[src/rtl/led_blinker.sv]
// Multi-channel LED blinker: shared time-base prescaler and per-channel
// OFF / ON / BLINK / ONESHOT sequencers, all outputs registered.
module led_blinker #(
  parameter int NCH      = 4,
  parameter int CW       = 17,
  parameter int PRESCALE = 100000
) (
  input  logic                                    sys_clk,
  input  logic                                    sys_rst_n,
  input  logic                                    cfg_we,
  input  logic [((NCH > 1) ? $clog2(NCH) : 1)-1:0] cfg_ch,
  input  logic [1:0]                              cfg_mode,
  input  logic [CW-1:0]                           cfg_half,
  output logic [NCH-1:0]                          led,
  output logic                                    tick,
  output logic [NCH-1:0]                          done,
  output logic [2*NCH-1:0]                        dbg_mode
);

  localparam int PW = $clog2(PRESCALE);

  typedef enum logic [1:0] {
    MODE_OFF     = 2'd0,
    MODE_ON      = 2'd1,
    MODE_BLINK   = 2'd2,
    MODE_ONESHOT = 2'd3
  } mode_t;

  logic [PW-1:0]  r_presc;
  logic           r_tick;
  mode_t          r_mode [NCH];
  logic [CW-1:0]  r_half [NCH];
  logic [CW-1:0]  r_cnt  [NCH];
  logic [NCH-1:0] r_led;
  logic [NCH-1:0] r_done;

  mode_t          w_mode_nxt [NCH];
  logic [CW-1:0]  w_half_nxt [NCH];
  logic [CW-1:0]  w_cnt_nxt  [NCH];
  logic [NCH-1:0] w_led_nxt;
  logic [NCH-1:0] w_done_nxt;
  logic [NCH-1:0] w_last;
  logic           w_wr_ok;
  logic           w_presc_wrap;

  assign w_wr_ok      = cfg_we && (32'(cfg_ch) < 32'(NCH));
  assign w_presc_wrap = (r_presc == PW'(PRESCALE - 1));

  // Free-running time base; writes never disturb it.
  always_ff @(posedge sys_clk or negedge sys_rst_n) begin
    if (!sys_rst_n) begin
      r_presc <= '0;
      r_tick  <= 1'b0;
    end else begin
      r_tick  <= w_presc_wrap;
      r_presc <= w_presc_wrap ? '0 : r_presc + PW'(1);
    end
  end

  always_comb begin
    for (int i = 0; i < NCH; i++) begin
      w_mode_nxt[i] = r_mode[i];
      w_half_nxt[i] = r_half[i];
      w_cnt_nxt[i]  = r_cnt[i];
      w_led_nxt[i]  = r_led[i];
      w_done_nxt[i] = 1'b0;
      // A half of 0 behaves as 1, so the terminal count is 0 in both cases.
      w_last[i]     = (r_half[i] <= CW'(1)) ? (r_cnt[i] == '0)
                                            : (r_cnt[i] == r_half[i] - CW'(1));
      if (w_wr_ok && (32'(cfg_ch) == 32'(i))) begin
        w_mode_nxt[i] = mode_t'(cfg_mode);
        w_half_nxt[i] = cfg_half;
        w_cnt_nxt[i]  = '0;
        w_led_nxt[i]  = (cfg_mode != 2'd0);
      end else if (r_tick) begin
        case (r_mode[i])
          MODE_BLINK: begin
            if (w_last[i]) begin
              w_cnt_nxt[i] = '0;
              w_led_nxt[i] = ~r_led[i];
            end else begin
              w_cnt_nxt[i] = r_cnt[i] + CW'(1);
            end
          end
          MODE_ONESHOT: begin
            if (w_last[i]) begin
              w_cnt_nxt[i]  = '0;
              w_led_nxt[i]  = 1'b0;
              w_mode_nxt[i] = MODE_OFF;
              w_done_nxt[i] = 1'b1;
            end else begin
              w_cnt_nxt[i] = r_cnt[i] + CW'(1);
            end
          end
          default: ;
        endcase
      end
    end
  end

  always_ff @(posedge sys_clk or negedge sys_rst_n) begin
    if (!sys_rst_n) begin
      for (int i = 0; i < NCH; i++) begin
        r_mode[i] <= MODE_OFF;
        r_half[i] <= '0;
        r_cnt[i]  <= '0;
      end
      r_led  <= '0;
      r_done <= '0;
    end else begin
      for (int i = 0; i < NCH; i++) begin
        r_mode[i] <= w_mode_nxt[i];
        r_half[i] <= w_half_nxt[i];
        r_cnt[i]  <= w_cnt_nxt[i];
      end
      r_led  <= w_led_nxt;
      r_done <= w_done_nxt;
    end
  end

  always_comb begin
    dbg_mode = '0;
    for (int i = 0; i < NCH; i++) begin
      dbg_mode[2*i +: 2] = r_mode[i];
    end
  end

  assign led  = r_led;
  assign done = r_done;
  assign tick = r_tick;

endmodule

[config.mk]
export PLATFORM = sky130hd
export DESIGN_NAME = led_blinker
export DESIGN_NICKNAME = d
export VERILOG_FILES = /design/src/rtl/led_blinker.sv
export SDC_FILE = /design/constraint.sdc
export NUM_CORES = 1
export LEC_CHECK = 0
export BUFFER_PORTS_ARGS = -buffer_cell sky130_fd_sc_hd__buf_2
export CAP_MARGIN = 25
export CORE_MARGIN = 3
export CORE_UTILIZATION = 50
export CTS_CLUSTER_SIZE = 20
export DETAILED_ROUTE_END_ITERATION = 6
export PLACE_DENSITY = 0.71
export SLEW_MARGIN = 40
export SYNTH_ARGS = -nofsm -noshare
export SYNTH_HDL_FRONTEND = slang
export SYNTH_SLANG_ARGS = --single-unit
[constraint.sdc]
create_clock -name sys_clk -period 3.1 [get_ports sys_clk]
set_input_delay 0.155 -clock sys_clk [delete_from_list [all_inputs] [get_ports sys_clk]]
set_output_delay 0.155 -clock sys_clk [all_outputs]
set_load 0.05 [all_outputs]
==> results.toml, run 1 <==
[timing]
worst_slew_pin_tran_ns = 0.763
setup_ws_ns = 0.0604
rsz_0062_raised_after_global_routing = "no"
hold_viol_final = 0
tightest_slew_margin_relative_to_the_limit_pct = 49.1
final_period_minus_worst_setup_slack_ns = 3.04
finalMaxSlewViolations = 0
worst_clock_skew_ns = 0.00981
maxClockFrequency_mhz = 329
period_share_pct = 98.1
setup_violations = 0

[power_and_ir_drop]
peakVddDrop_mv = 0.402
pwr_density_cell_nw_per_um2 = 539
power.share.clock_pct = 34.8
swShare_pct = 31.1
power.sequential.fraction_pct = 42.6
power.combinational.fraction_pct = 22.5
cell_internal_pwr_mw = 4.36
net_switching_power_mw = 1.97
leakagePower_nw = 5.16

[synthesis]
post_synth_instance_area_um2 = 10300
syn_area_per_cell_um2 = 8.51
ys_async_sr_fraction_pct = 100
synth-main-ff-cell = "sky130_fd_sc_hd__dfrtp_1"
synth_enable_flop_cells = 0
net_count_after_synthesis = 1253
synth_cells = 1212
ys_types = 66
yosys_register_bits = 170
ys_seq_area_share_pct = 41.2
synth_warnings = 0

[clocking]
clock_insertion_delay_worst_skew_ns = 0.43
cts_tree = "yes"
tritoncts.num_buffers = 17
cts_htree_levels = 4
cts_buffer_depth = 2
cts_root_buf = "sky130_fd_sc_hd__clkbuf_16"
clkSlewWorstSetupHoldPaths_ns = 0.07
clock_sink_count = 170

[critical_path]
slowest_stage = "sky130_fd_sc_hd__or4_4"
crit_path_cell_trace = "or4_4, o41a_1, or4_1, or4_4, a21oi_2, mux2_1"
worstSetupEndpointType = "flip-flop"
timing.critical_path.max_delay_family = "simple AND/OR/NAND/NOR gates"
critical_path_arrival_ns = 3.34
critical-path-max-stage-delay_ns = 0.54
crit_path_start_kind = "flip-flop"
critical_path_class = "reg -> reg"
rr_worst_depth = 6
crit_buf_inv = 0
cp.depth = 6
timing.critical_path.required_ns = 3.40
critical_path_peak_fanout = 6
path_common_cell = "sky130_fd_sc_hd__or4_4"

[final_layout]
syn_to_final_growth_pct = 13.8
antenna_cells = 0
layout_cell_area_excl_fill_um2 = 11700
final.fill_count = 1700
final_nets = 1303
drive_gt1_share_pct = 13.0
most_common_cell_after_layout_fill_and_taps_aside = "sky130_fd_sc_hd__nand2_1"
layout_common_cells = "sky130_fd_sc_hd__nand2_1, sky130_fd_sc_hd__dfrtp_1, sky130_fd_sc_hd__nor2_1"

[die]
start_util_pct = 52.0
floorplan.core_area_um2 = 19800
chipWidth_um = 150
boundaryPins = 41
die-area_um2 = 22400
rows = 51
floorplan.die.height_um = 150

[global_routing]
initial_antenna_violation_count = 0
grt_pass1_vias = 8434
groute.usage.overall_pct = 24.3
grt_start_max_net_pins = 69
grt_pass1_wl_mm = 43.9
gr-total-overflow = 0

[status]
outcome = "complete, no violations"

[placed_design]
placed_cell_area_um2 = 11000
place_worst_setup_slack_ns = -0.0352
port_buffers = 40
hpwlAfterDp_mm = 18.3
place.gp.congestion = 0.908

[drt]
final_wirelength_mm = 26.4
drt_iter0_drc = 940
wire_per_inst_um = 17.2
dr_total_vias = 9041
postRouteAntennaNets = 0
post-route-drc-count = 0
number_of_vias_per_cell = 5.87
drt_pass1_iterations = 5

[hold_path]
worstHoldPathCells = 3
min-delay-path-class = "in -> reg"

[run]
cap_viol_max_count = 0
worst min-delay path: stages:
cell,delay (ns)
sky130_fd_sc_hd__buf_2,0.15
sky130_fd_sc_hd__nand2_1,0.07
sky130_fd_sc_hd__nand2_1,0.04
layer usage:
metal  vias up  routed length (um)  global-route usage (%)
met1      4410               12400                    35.0
met5         -                   0                       0
li1       4339                   -                       -
met3        32                1580                    4.88
met2       260               12100                    38.1
met4         0                 314                    5.35
final cells by class:
class / count / area, um^2 / area share (%)
multi-input combinational: 946 / 5770 / 49.2
sequential: 170 / 4260 / 36.3
timing repair buffer: 97 / 668 / 5.69
clock buffer: 24 / 482 / 4.10
tap: 265 / 332 / 2.82
clock inverter: 7 / 115 / 0.981
inverter: 30 / 113 / 0.959
path summary, 6_finish.rpt:
path	slack, ns	end	startpoint
max in group asynchronous	1.97	r_half[21]	sys_rst_n
min reg2reg	0.47	r_presc[4]	r_presc[4]
max reg2reg	0.06	led[2]	r_half[21]
max	0.06	led[2]	r_half[21]
min in group asynchronous	0.31	dbg_mode[1]	sys_rst_n
min	0.02	r_half[10]	cfg_half[10]
per-stage QoR:
stage	setup TNS [ns]	cells	hold slack (ns)	util, %	total power [mW]
3_5_place_dp	-0.0352	1499	0.214	55.3	4.11
4_1_cts	0	1534	0.000899	58.5	6.32
6_report	0	1539	0.0196	59.2	6.33
5_1_grt	0	1539	0.0144	59.2	6.64
3_3_place_gp	0	1499	0.212	55.3	4.07
2_1_floorplan	0	1212	-0.141	-	3.64
synthesized netlist by cell type (all sizes together), types with 13 or more instances:
| cell type | instances | area, um^2 |
|---|---|---|
| nand4 | 34 | 213 |
| nor3 | 42 | 210 |
| and3 | 17 | 106 |
| dfrtp | 170 | 4250 |
| ha | 17 | 213 |
| a21oi | 25 | 125 |
| nor4 | 33 | 213 |
| inv | 30 | 113 |
| nand2 | 235 | 882 |
| xnor2 | 75 | 657 |
| nor2 | 105 | 394 |
| xor2 | 69 | 604 |
| a31oi | 25 | 156 |
| mux2 | 20 | 225 |
| o21ai | 44 | 220 |
| a41oi | 13 | 114 |
| nand3 | 51 | 255 |
| clkbuf | 60 | 225 |
power by group through the flow:
stage               Clock (mW)  Sequential (mW)  Combinational (mW)
floorplan                    0             2.75               0.895
global placement             0             2.72                1.36
detailed placement           0             2.72                1.38
CTS                       2.24             2.69                1.40
global route              2.33             2.73                1.58
finish                    2.20             2.70                1.43
cell families (layout without fill, tap and decap cells):
group	Yosys count	in the layout	share of synthesized area, %
AOI/OAI and AO/OA	155	155	9.85
xor gates and xnor gates	144	144	12.2
adders and majority gates	17	17	2.06
buffers and inverters	96	158	3.61
DFF	170	170	41.2
muxes	26	26	2.76
and+or+nand+nor	604	604	28.3
what timing repair did:
action / CTS / global route
setup buffers: 2 / 5
hold endpoints to repair: 66 / 0
endpoints found under the setup margin: 1 / 41
gates resized for setup: 0 / 18
pin swaps: 0 / 6
hold buffers: 2 / 0
flip-flops by register name (all words and copies together) (netlist names):
| name | cells |
|---|---|
| tick | 1 |
| r_half | 68 |
| r_presc | 17 |
| done | 4 |
| r_cnt | 68 |
| dbg_mode | 8 |
| led | 4 |
(Power assumes the default switching activity.)
==> run 2, diff against run 1 <==
--- a/config.mk
+++ b/config.mk
@@ -7,6 +7,7 @@
 export LEC_CHECK = 0
 export BUFFER_PORTS_ARGS = -buffer_cell sky130_fd_sc_hd__buf_2
 export CAP_MARGIN = 25
+export CORE_ASPECT_RATIO = 0.9
 export CORE_MARGIN = 3
 export CORE_UTILIZATION = 50
 export CTS_CLUSTER_SIZE = 20
==> run 2 against run 1 <==
  * Clock-buffer cell count down 4
  * Sequential power about the same
  * Non-clock buffer count increased by 1
  * Clock power up 3%
==> results.toml, run 2 (synthesis results as in run 1) <==
[clocking]
cts_tree = "yes"
cts_buffer_depth = 2
clock_insertion_delay_worst_skew_ns = 0.44
clkSlewWorstSetupHoldPaths_ns = 0.07
cts_root_buf = "sky130_fd_sc_hd__clkbuf_16"
tritoncts.num_buffers = 17
clock_sink_count = 170
cts_htree_levels = 4

[die]
boundaryPins = 41
floorplan.core_area_um2 = 20100
die-area_um2 = 22400
floorplan.die.height_um = 142
rows = 49
chipWidth_um = 157
start_util_pct = 51.3

[timing]
final_period_minus_worst_setup_slack_ns = 2.99
finalMaxSlewViolations = 0
timing.setup.tns_ns = 0
tightest_slew_margin_relative_to_the_limit_pct = 50.3
setup_ws_ns = 0.106
setup_violations = 0
hold_ws_ns = 0.0161
worst_slew_pin_tran_ns = 0.745
period_share_pct = 96.6
hold_viol_final = 0
maxClockFrequency_mhz = 334
worst_clock_skew_ns = 0.0111

[run]
cap_viol_max_count = 0

[critical_path]
critical_path_class = "reg -> reg"
critical_path_arrival_ns = 3.30
crit_path_start_kind = "flip-flop"
critical_path_peak_fanout = 22
timing.critical_path.required_ns = 3.41
worstSetupEndpointType = "flip-flop"

[drt]
dr_total_vias = 9012
final_wirelength_mm = 26.4
number_of_vias_per_cell = 5.88
drt_iter0_drc = 696
drt_pass1_iterations = 5
wire_per_inst_um = 17.2
post-route-drc-count = 0
postRouteAntennaNets = 0

[placed_design]
place_worst_setup_slack_ns = 0.0312
place.gp.congestion = 0.951
hpwlAfterDp_mm = 18.7
port_buffers = 40
placedCellCount = 1493

[global_routing]
grt_pass1_vias = 8429
initial_antenna_violation_count = 2
groute.usage.overall_pct = 24.2
gr-total-overflow = 0
grt_start_max_net_pins = 79
grt_pass1_wl_mm = 43.8

[final_layout]
final-instance-count-excl-fill = 1532
most_common_cell_after_layout_fill_and_taps_aside = "sky130_fd_sc_hd__nand2_1"
syn_to_final_growth_pct = 14.2
final.fill_count = 1777
biggest_registers_after_layout = "r_cnt (68), r_half (68), r_presc (17)"
final_nets = 1304
drive_gt1_share_pct = 13.3
layout_common_cells = "sky130_fd_sc_hd__nand2_1, sky130_fd_sc_hd__dfrtp_1, sky130_fd_sc_hd__nor2_1"

[power_and_ir_drop]
pwr_density_cell_nw_per_um2 = 542
peakVddDrop_mv = 0.379
leakagePower_nw = 5.18
net_switching_power_mw = 2.03
power_mw = 6.39
cell_internal_pwr_mw = 4.36
power.sequential.fraction_pct = 42.1
power.share.clock_pct = 35.5
swShare_pct = 31.8
power.combinational.fraction_pct = 22.4

[hold_path]
min-delay-path-class = "in -> reg"

[status]
outcome = "complete, no violations"
## run 2: cell count changes in the layout (fill, tap and decap cells not counted), sizes merged
cell         delta
clkbuf          -4
inv             +4
dlygate4sd3     +3
buf             -2
clkinvlp        +2
clkinv          -1
diode           +1
## run 2: worst max-delay path, stage by stage, from the launching register on
cell,delay [ns]
sky130_fd_sc_hd__dfrtp_1,0.41
sky130_fd_sc_hd__or4_4,0.58
sky130_fd_sc_hd__o31a_1,0.32
sky130_fd_sc_hd__o311a_1,0.36
sky130_fd_sc_hd__nor4_2,0.21
sky130_fd_sc_hd__nand3b_1,0.10
sky130_fd_sc_hd__or4_4,0.44
sky130_fd_sc_hd__buf_12,0.17
sky130_fd_sc_hd__a41oi_1,0.21
sky130_fd_sc_hd__a31oi_1,0.05
## run 2: path summary, 6_finish.rpt
check	startpoint	end	slack [ns]	cells after the start
min in group asynchronous	sys_rst_n	r_half[1]	0.31	2
hold reg to reg	r_presc[4]	r_presc[4]	0.46	1
setup / recovery	r_half[20]	r_cnt[23]	0.11	9
hold / removal	cfg_half[14]	r_half[48]	0.02	3
setup reg to reg	r_half[20]	r_cnt[23]	0.11	9
max in group asynchronous	sys_rst_n	dbg_mode[4]	1.96	3
## run 2: through the flow
stage,area (um^2),utilization [%]
after global routing,11800,58.6
after global placement,11000,54.7
after floorplan,10300,-
after CTS,11700,58.0
final,11800,58.6
after detailed placement,11000,54.7
## run 2: final cells by class
class | instances | area, um^2 | area share [%]
Multi-Input combinational cell | 946 | 5790 | 49.2
Sequential cell | 170 | 4250 | 36.1
Tap cell | 255 | 319 | 2.71
Antenna cell | 1 | 2.50 | 0.0212
Timing Repair Buffer | 98 | 679 | 5.77
Clock inverter | 12 | 163 | 1.38
Inverter | 30 | 113 | 0.956
Clock buffer | 20 | 457 | 3.88
## run 2: repair_timing
item                                   4_1_cts  5_1_grt
endpoints found under the hold margin       81        0
resized for setup                            0       19
setup endpoints to repair                    0       40
hold buffers                                 5        0
setup buffers                                0        1
## run 2: power by group through the flow
stage / logic, mW / registers [mW] / clock network [mW]
4_1_cts: 1.41 / 2.68 / 2.30
5_1_grt: 1.59 / 2.72 / 2.40
3_5_place_dp: 1.39 / 2.71 / 0
2_1_floorplan: 0.895 / 2.75 / 0
3_3_place_gp: 1.37 / 2.71 / 0
6_report: 1.43 / 2.69 / 2.27
## run 2: routing by layer
metal / global-route usage (%) / up-vias / part of all wire [%]
li1: - / 4344 / -
met1: 35.7 / 4368 / 48
met2: 36.2 / 260 / 45
met3: 5.23 / 38 / 6.0
met4: 6.35 / 2 / 1.6
met5: 0 / - / 0.046
